## src/rtl/sram_port_ctrl_pkg.sv

```systemverilog
// sram_cfg_pkg: shared definitions for the SRAM port sequencer.
//   - width-config encodings CFG_X32..CFG_X1 (110/111 are illegal)
//   - cfg_legal / cfg_width / cfg_lane_bits / cfg_replicate helpers
//   - FSM state type used by sram_port_ctrl
package sram_cfg_pkg;

  localparam logic [2:0] CFG_X32 = 3'd0;
  localparam logic [2:0] CFG_X16 = 3'd1;
  localparam logic [2:0] CFG_X8  = 3'd2;
  localparam logic [2:0] CFG_X4  = 3'd3;
  localparam logic [2:0] CFG_X2  = 3'd4;
  localparam logic [2:0] CFG_X1  = 3'd5;

  typedef enum logic [2:0] {IDLE, WR, RD, RWAIT, RESP} state_t;

  function automatic logic cfg_legal(input logic [2:0] cfg);
    return cfg <= CFG_X1;
  endfunction

  // Lane width W in bits; 0 for illegal encodings.
  function automatic logic [5:0] cfg_width(input logic [2:0] cfg);
    return cfg_legal(cfg) ? (6'd32 >> cfg) : 6'd0;
  endfunction

  // log2 of the lane count L = 32/W.
  function automatic logic [2:0] cfg_lane_bits(input logic [2:0] cfg);
    return cfg_legal(cfg) ? cfg : 3'd0;
  endfunction

  // Repeat data[W-1:0] across all 32 bits: bit i takes data[i mod W].
  function automatic logic [31:0] cfg_replicate(input logic [31:0] data,
                                                input logic [2:0]  cfg);
    logic [4:0]  wm;
    logic [31:0] r;
    wm = 5'(cfg_width(cfg) - 6'd1);
    for (int i = 0; i < 32; i++) r[i] = data[5'(i) & wm];
    return r;
  endfunction

endpackage

```

## src/rtl/sram_port_ctrl_if.sv

```systemverilog
// sram_port_if: request/response handshake plus SRAM macro and mask
// generator signals for sram_port_ctrl.
//   slave  - controller view (accepts requests, drives macro/mask side)
//   master - environment view (issues requests, returns row read data)
interface sram_port_if #(parameter int ROW_AW = 10);
  logic              req_valid;
  logic              req_ready;
  logic              req_we;
  logic [14:0]       req_addr;
  logic [31:0]       req_wdata;
  logic              rsp_valid;
  logic              rsp_ready;
  logic [31:0]       rsp_rdata;
  logic              rsp_err;
  logic [ROW_AW-1:0] sram_row;
  logic              sram_we;
  logic              sram_re;
  logic [31:0]       sram_wdata;
  logic [31:0]       sram_rdata;
  logic [4:0]        mask_addr;
  logic [2:0]        mask_cfg;

  modport slave (
    input  req_valid, req_we, req_addr, req_wdata, rsp_ready, sram_rdata,
    output req_ready, rsp_valid, rsp_rdata, rsp_err,
           sram_row, sram_we, sram_re, sram_wdata, mask_addr, mask_cfg
  );

  modport master (
    output req_valid, req_we, req_addr, req_wdata, rsp_ready, sram_rdata,
    input  req_ready, rsp_valid, rsp_rdata, rsp_err,
           sram_row, sram_we, sram_re, sram_wdata, mask_addr, mask_cfg
  );
endinterface

```

## src/rtl/sram_port_ctrl_lane_extract.sv

```systemverilog
// sram_lane_extract: pure combinational lane select.
//   rdata - full 32-bit row read data
//   lane  - lane index (already reduced modulo lane count)
//   cfg   - width config
//   data  - lane bits right-aligned, upper bits zero; 0 for illegal cfg
module sram_lane_extract
  import sram_cfg_pkg::*;
(
  input  logic [31:0] rdata,
  input  logic [4:0]  lane,
  input  logic [2:0]  cfg,
  output logic [31:0] data
);

  logic [2:0]  lb;
  logic [5:0]  w;
  logic [4:0]  shamt;
  logic [31:0] mask;

  always_comb begin
    lb    = cfg_lane_bits(cfg);
    w     = cfg_width(cfg);
    // lane*W == lane << log2(W) == lane << (5 - log2(L))
    shamt = lane << (3'd5 - lb);
    mask  = (w == 6'd0) ? 32'd0 : (32'hFFFF_FFFF >> (6'd32 - w));
    data  = (rdata >> shamt) & mask;
  end

endmodule

```

## src/rtl/sram_port_ctrl.sv

```systemverilog
// sram_port_ctrl: request-side sequencer for the width-configurable SRAM bank.
// Splits a narrow word address into row/lane, replicates write data across
// lanes, strobes the macro and returns the addressed lane on reads.
// Ports:
//   clk, rst - clock, asynchronous active-high reset
//   cfg      - width config, sampled only when a request is accepted
//   bus      - sram_port_if.slave (request, response, macro, mask signals)
// Optional build macro SRAM_PORT_PERF_CNT_EN adds saturating counters
// perf_rd_cnt, perf_wr_cnt, perf_err_cnt.
//
// state | meaning
// IDLE  | ready for a request
// WR    | sram_we pulse, back to IDLE
// RD    | sram_re pulse, load latency timer
// RWAIT | count down; capture lane at terminal count
// RESP  | response held until rsp_ready
module sram_port_ctrl
  import sram_cfg_pkg::*;
#(
  parameter int READ_LAT = 1,
  parameter int ROW_AW   = 10
) (
  input  logic        clk,
  input  logic        rst,
  input  logic [2:0]  cfg,
  sram_port_if.slave  bus
`ifdef SRAM_PORT_PERF_CNT_EN
  ,
  output logic [31:0] perf_rd_cnt,
  output logic [31:0] perf_wr_cnt,
  output logic [15:0] perf_err_cnt
`endif
);

  localparam logic [1:0] LAT_LOAD = 2'(READ_LAT - 1);

  state_t      state, state_nx;
  logic        accept;
  logic [1:0]  lat_cnt;
  logic [2:0]  lb;
  logic [4:0]  lane_mask;
  logic [31:0] lane_data;

  assign accept = bus.req_valid && (state == IDLE);
  assign lb     = cfg_lane_bits(cfg);
  // 5-bit wrap makes x1 (lb=5) yield 31.
  assign lane_mask = (5'd1 << lb) - 5'd1;

  sram_lane_extract u_extract (
    .rdata (bus.sram_rdata),
    .lane  (bus.mask_addr),
    .cfg   (bus.mask_cfg),
    .data  (lane_data)
  );

  always_ff @(posedge clk or posedge rst) begin
    if (rst) state <= IDLE;
    else     state <= state_nx;
  end

  always_comb begin
    state_nx      = state;
    bus.req_ready = 1'b0;
    bus.rsp_valid = 1'b0;
    bus.sram_we   = 1'b0;
    bus.sram_re   = 1'b0;
    case (state)
      IDLE: begin
        bus.req_ready = 1'b1;
        if (bus.req_valid) begin
          if (!cfg_legal(cfg)) state_nx = RESP;
          else if (bus.req_we) state_nx = WR;
          else                 state_nx = RD;
        end
      end
      WR: begin
        bus.sram_we = 1'b1;
        state_nx    = IDLE;
      end
      RD: begin
        bus.sram_re = 1'b1;
        state_nx    = RWAIT;
      end
      RWAIT: begin
        if (lat_cnt == 2'd0) state_nx = RESP;
      end
      RESP: begin
        bus.rsp_valid = 1'b1;
        if (bus.rsp_ready) state_nx = IDLE;
      end
      default: state_nx = IDLE;
    endcase
  end

  always_ff @(posedge clk or posedge rst) begin
    if (rst) begin
      bus.sram_row   <= '0;
      bus.sram_wdata <= '0;
      bus.mask_addr  <= '0;
      bus.mask_cfg   <= '0;
      bus.rsp_rdata  <= '0;
      bus.rsp_err    <= 1'b0;
      lat_cnt        <= '0;
    end else begin
      if (accept) begin
        bus.sram_row   <= ROW_AW'(bus.req_addr >> lb);
        bus.mask_addr  <= bus.req_addr[4:0] & lane_mask;
        bus.mask_cfg   <= cfg;
        bus.sram_wdata <= cfg_replicate(bus.req_wdata, cfg);
        if (!cfg_legal(cfg)) begin
          bus.rsp_err   <= 1'b1;
          bus.rsp_rdata <= '0;
        end
      end
      if (state == RD) lat_cnt <= LAT_LOAD;
      else if (state == RWAIT && lat_cnt != 2'd0) lat_cnt <= lat_cnt - 2'd1;
      // Terminal count coincides with the cycle sram_rdata is valid.
      if (state == RWAIT && lat_cnt == 2'd0) bus.rsp_rdata <= lane_data;
      if (state == RESP && bus.rsp_ready) bus.rsp_err <= 1'b0;
    end
  end

`ifdef SRAM_PORT_PERF_CNT_EN
  always_ff @(posedge clk or posedge rst) begin
    if (rst) begin
      perf_rd_cnt  <= '0;
      perf_wr_cnt  <= '0;
      perf_err_cnt <= '0;
    end else if (accept) begin
      if (!cfg_legal(cfg)) begin
        if (perf_err_cnt != '1) perf_err_cnt <= perf_err_cnt + 16'd1;
      end else if (bus.req_we) begin
        if (perf_wr_cnt != '1) perf_wr_cnt <= perf_wr_cnt + 32'd1;
      end else begin
        if (perf_rd_cnt != '1) perf_rd_cnt <= perf_rd_cnt + 32'd1;
      end
    end
  end
`endif

endmodule

```

## src/flat_wrapper.sv

```systemverilog
// flat-port wrapper written by rule: the top's interface ports become plain ports
module sram_port_ctrl_flat import sram_cfg_pkg::*;
#(
  parameter int READ_LAT = 1,
  parameter int ROW_AW   = 10
)
  (clk, rst, cfg, bus_req_valid, bus_req_we, bus_req_addr, bus_req_wdata, bus_rsp_ready, bus_sram_rdata, bus_req_ready, bus_rsp_valid, bus_rsp_rdata, bus_rsp_err, bus_sram_row, bus_sram_we, bus_sram_re, bus_sram_wdata, bus_mask_addr, bus_mask_cfg);
  sram_port_if #(.ROW_AW(ROW_AW)) bus_i ();
  input  logic clk;
  input  logic rst;
  input  logic [2:0] cfg;
  input wire logic [$bits(bus_i.req_valid)-1:0] bus_req_valid;
  input wire logic [$bits(bus_i.req_we)-1:0] bus_req_we;
  input wire logic [$bits(bus_i.req_addr)-1:0] bus_req_addr;
  input wire logic [$bits(bus_i.req_wdata)-1:0] bus_req_wdata;
  input wire logic [$bits(bus_i.rsp_ready)-1:0] bus_rsp_ready;
  input wire logic [$bits(bus_i.sram_rdata)-1:0] bus_sram_rdata;
  output wire logic [$bits(bus_i.req_ready)-1:0] bus_req_ready;
  output wire logic [$bits(bus_i.rsp_valid)-1:0] bus_rsp_valid;
  output wire logic [$bits(bus_i.rsp_rdata)-1:0] bus_rsp_rdata;
  output wire logic [$bits(bus_i.rsp_err)-1:0] bus_rsp_err;
  output wire logic [$bits(bus_i.sram_row)-1:0] bus_sram_row;
  output wire logic [$bits(bus_i.sram_we)-1:0] bus_sram_we;
  output wire logic [$bits(bus_i.sram_re)-1:0] bus_sram_re;
  output wire logic [$bits(bus_i.sram_wdata)-1:0] bus_sram_wdata;
  output wire logic [$bits(bus_i.mask_addr)-1:0] bus_mask_addr;
  output wire logic [$bits(bus_i.mask_cfg)-1:0] bus_mask_cfg;
  assign bus_i.req_valid = bus_req_valid;
  assign bus_i.req_we = bus_req_we;
  assign bus_i.req_addr = bus_req_addr;
  assign bus_i.req_wdata = bus_req_wdata;
  assign bus_i.rsp_ready = bus_rsp_ready;
  assign bus_i.sram_rdata = bus_sram_rdata;
  assign bus_req_ready = bus_i.req_ready;
  assign bus_rsp_valid = bus_i.rsp_valid;
  assign bus_rsp_rdata = bus_i.rsp_rdata;
  assign bus_rsp_err = bus_i.rsp_err;
  assign bus_sram_row = bus_i.sram_row;
  assign bus_sram_we = bus_i.sram_we;
  assign bus_sram_re = bus_i.sram_re;
  assign bus_sram_wdata = bus_i.sram_wdata;
  assign bus_mask_addr = bus_i.mask_addr;
  assign bus_mask_cfg = bus_i.mask_cfg;
  sram_port_ctrl #(.READ_LAT(READ_LAT), .ROW_AW(ROW_AW)) u_core (.clk(clk), .rst(rst), .cfg(cfg), .bus(bus_i));
endmodule
```

## config.mk

```make
export PLATFORM = sky130hd
export DESIGN_NAME = sram_port_ctrl_flat
export DESIGN_NICKNAME = d
export VERILOG_FILES = /design/src/rtl/sram_port_ctrl_pkg.sv /design/src/rtl/sram_port_ctrl_if.sv /design/src/rtl/sram_port_ctrl_lane_extract.sv /design/src/rtl/sram_port_ctrl.sv /design/src/flat_wrapper.sv
export SDC_FILE = /design/constraint.sdc
export NUM_CORES = 1
export LEC_CHECK = 0
export ABC_AREA = 1
export CAP_MARGIN = 10
export CORE_MARGIN = 1.5
export CORE_UTILIZATION = 46
export DETAILED_ROUTE_END_ITERATION = 8
export PLACE_DENSITY = 0.89
export RECOVER_POWER = 100
export SYNTH_ARGS = -nofsm -noshare
export SYNTH_HDL_FRONTEND = slang
export SYNTH_HIERARCHICAL = 1
export SYNTH_SLANG_ARGS = --single-unit
```

## constraint.sdc

```tcl
create_clock -name clk -period 2.6 [get_ports clk]
set_input_delay 0.52 -clock clk [delete_from_list [all_inputs] [get_ports clk]]
set_output_delay 0.52 -clock clk [all_outputs]
set_load 0.02 [all_outputs]
```

==> flow_summary_export.csv <==
group,metric,value,unit
die,io_pins,174,
yosys,yosys.area_share.simple,0.4072,
yosys,syn_nets,1197,
critical_path,worstSetupEndpointType,"flop",
yosys,ys_seq_area_frac,0.3042,
finish,nFillCells,1358,
power,peakVddDrop,0.0006750,V
die,initial_core_util,0.4745,
yosys,yosysWarnings,6,
critical_path,startpoint_type,"primary input",
clock_tree,clock_latency,0.35,ns
placement,port_buffers,173,
yosys,syn-cell-area,7239,µm²
hold_path,min_from,"u_core/bus.sram_wdata[24]$_DFFE_PP0P_",
finish,fin_nets,1384,
die,core,15260,µm²
power,p_per_area,1260,nW/µm²
critical_path,slowest_delay,0.57,ns
global_routing,grt_use_total,0.3093,
critical_path,startpoint,"cfg[2]",
finish,diodes,0,
critical_path,crit_top_cell,"nand2_1",
detailed_routing,routed_wirelength,25070,µm
timing,setup_ws,0.1362,ns
clock_tree,cts_tree,"built",
clock_tree,clkTransAtPathRegs,0.07,ns
critical_path,cpLargestDelayFamily,"buffers and inverters",
run,drv_cap,0,
outcome,outcome,"finished clean",
finish,drive_above_1_share,0.1039,
global_routing,overflow,0,
power,p_leak,4.794,nW
detailed_routing,via_per_inst,5.600,
finish,syn_to_final_growth,35.29,%
detailed_routing,dr.pass1.iters,6,
timing,max_freq,405.9,MHz
clock_tree,clockBufferDepth,2,
critical_path,cp_cell_sequence,"clkdlybuf4s50_1 -> ha_1 -> nor2_4 -> nand2_1 -> nand2_1 -> nand2_4 -> buf_4 -> o21ai_0 -> nand2_1 -> nand3_1 -> nand2_1",
yosys,synth_edf_count,0,
placement,gp_congestion,0.9748,
placement,dp_hpwl,19540,µm
yosys,synth_top_area_cell,"dfrtp_1",
detailed_routing,drtAntennaViolNets,0,
timing,worst_slew_pin_slew,0.9527,ns
timing,fin_worst_skew,0.004613,ns
global_routing,grt_max_degree,42,
yosys,synthXorXnorAreaFrac,0.002420,
die,die_x,128.5,µm
yosys,synth_seq_cells,88,
power,power,12.34,mW
yosys,synth_top_family_by_area,"simple AND/OR/NAND/NOR gates",
critical_path,crit_buf_inv,2,
timing,finalHoldViolations,0,
yosys,synth_mux_area_frac,0,
detailed_routing,wl_per_cell,16.70,µm
timing,finalMaxSlewViolations,0,
yosys,yosys-top-cells-area,"dfrtp_1, nand2_1, nand3_1",
yosys,ys_types,48,
global_routing,grt_pass1_vias,7613,
die,die_area,16500,µm²
yosys,avgSynthCellArea,6.593,µm²
timing,whs,0.4789,ns
critical_path,slowest_stage,"clkdlybuf4s50_1",
global_routing,antenna_found_initial,0,
clock_tree,clock-sinks,88,
die,fp.dieH,128.5,µm
detailed_routing,route.detailed.drc,0,
yosys,ys_async_sr_fraction,1.000,
timing,period_share,0.9476,
yosys,synth_ff_type,"dfrtp_1",
clock_tree,htree_levels,3,
critical_path,critPathMaxFanout,8,
placement,post-place-ws,-0.1353,ns
yosys,synth_compound_area_frac,0.1694,
yosys,synthesis.instances,1098,
clock_tree,clock-root-buffer,"clkbuf_16",
yosys,synth_fa_ha_area_frac,0.02074,
detailed_routing,num_vias,8405,
yosys,synth.top_cell.area_share,0.3042,
critical_path,path_class,"in2reg",
detailed_routing,drt_iter0_drc,793,
hold_path,hp-class,"reg2reg",
critical_path,r2r-start,"u_core/bus.mask_cfg[1]$_DFFE_PP0P_",
critical_path,crit_required,2.83,ns
global_routing,grt_pass1_wl,39920,µm
clock_tree,numCtsBuffers,9,
critical_path,cp.arrival,2.70,ns
timing,relSlewSlack,0.3649,
timing,setup_viol,0,
timing,period_needed,2.464,ns
clock_tree,cts_hold_buffers,0,
timing,setup_tns,0,ns
die,core.rowCount,45,
worst paths after layout:
path,endpoint,slack (ns),depth (start not counted)
worst min register to register,u_core/bus.sram_wdata[24]$_DFFE_PP0P_,0.48,2
min in group asynchronous,u_core/state[1]$_DFFE_PP0P_,0.68,2
worst max-delay path,u_core/bus.sram_wdata[21]$_DFFE_PP0P_,0.14,11
max in group asynchronous,u_core/bus.rsp_rdata[15]$_DFFE_PP0P_,0.71,3
worst max register to register,u_core/bus.rsp_rdata[3]$_DFFE_PP0P_,0.15,12
worst min-delay path,u_core/bus.sram_wdata[24]$_DFFE_PP0P_,0.48,2
Yosys cell counts, drive strengths merged, types with 2 or more instances:
cell	instances
a21oi	23
a22o	33
a2bb2oi	3
a31oi	2
and2	3
and3	3
buf	52
clkbuf	15
dfrtp	88
ha	12
inv	82
nand2	362
nand3	195
nand4	9
nor2	60
nor3	11
nor4	2
o211ai	11
o21a	5
o21ai	103
o21bai	2
o22a	2
o31ai	7
or2	4
xor2	2
timing repair:
action / in CTS / in global routing
endpoints found under the hold margin: 0 / 0
gates resized for setup: 0 / 19
setup buffers: 0 / 3
endpoints found under the setup margin: 0 / 27
registers in the layout, summed over array words and instances, names as in the netlist:
name / cells
u_core/state: 3
u_core/bus.sram_row: 10
u_core/bus.mask_addr: 5
u_core/bus.sram_wdata: 32
u_core/bus.rsp_rdata: 32
u_core/lat_cnt: 2
u_core/bus.rsp_err: 1
u_core/bus.mask_cfg: 3
worst reg2reg max path, cell delays in order, from the launching register on:
cell and delay, ns:
dfrtp_2 0.45, ha_1 0.27, inv_4 0.15, nand2_2 0.10, nand2_1 0.11, nand2_2 0.08, o21ai_1 0.27, inv_1 0.12
buf_12 0.18, nand3_1 0.16, nand3_1 0.09, a21oi_1 0.24, a22o_1 0.18
routing by layer:
metal  global-route usage  part of all wire  vias up
li1                     -                 -     4061
met1               0.4278              0.43     3892
met2               0.5108              0.48      412
met3              0.04407             0.074       40
met4              0.08063             0.020        0
met5                    0                 0        -
stage by stage:
stage,util,instance area (µm²),cells
2_1_floorplan,-,7243,1098
3_3_place_gp,0.6220,9490,1481
3_5_place_dp,0.6220,9490,1481
4_1_cts,0.6419,9794,1497
5_1_grt,0.6419,9794,1501
6_report,0.6419,9794,1501
cell usage in the layout (no fill, tap or decap), types with 8 or more instances in the layout:
master,Yosys,layout
a22o_1,33,33
nand4_1,9,9
inv_1,73,71
o21ai_1,13,19
ha_1,12,12
clkbuf_16,0,9
dlygate4sd3_1,0,86
a21oi_1,23,22
dfrtp_1,88,86
nand2_1,350,352
nor3_1,8,8
nand2_2,10,8
buf_4,13,48
inv_2,9,8
nand3_1,186,186
o211ai_1,9,9
clkdlybuf4s50_1,0,87
o21ai_0,87,80
buf_12,0,11
nor2_1,49,50
where the power goes:
| part | internal (mW) | total, mW | switching, mW | leakage, nW |
|---|---|---|---|---|
| clock network | 0.761 | 1.36 | 0.595 | 0.146 |
| logic | 3.26 | 8.57 | 5.31 | 3.53 |
| registers | 1.96 | 2.41 | 0.456 | 1.12 |
| total | 5.98 | 12.3 | 6.36 | 4.79 |
logic make-up after synthesis:
family / Yosys count
flops: 88
fa+ha+maj: 12
compound gates: 196
buf+inv: 150
xor+xnor: 2
simple gates: 650
area by class of cell:
class	instances	area, µm²	share of cell area
clock buffers	10	229.0	0.02338
multi-input cells	861	4345	0.4437
clock inverters	6	75.07	0.007665
repair buffers	242	2361	0.2411
well taps	211	264.0	0.02695
inverters	83	315.3	0.03219
flip-flops and latches	88	2205	0.2251
Power figures use the tool's default switching activity.
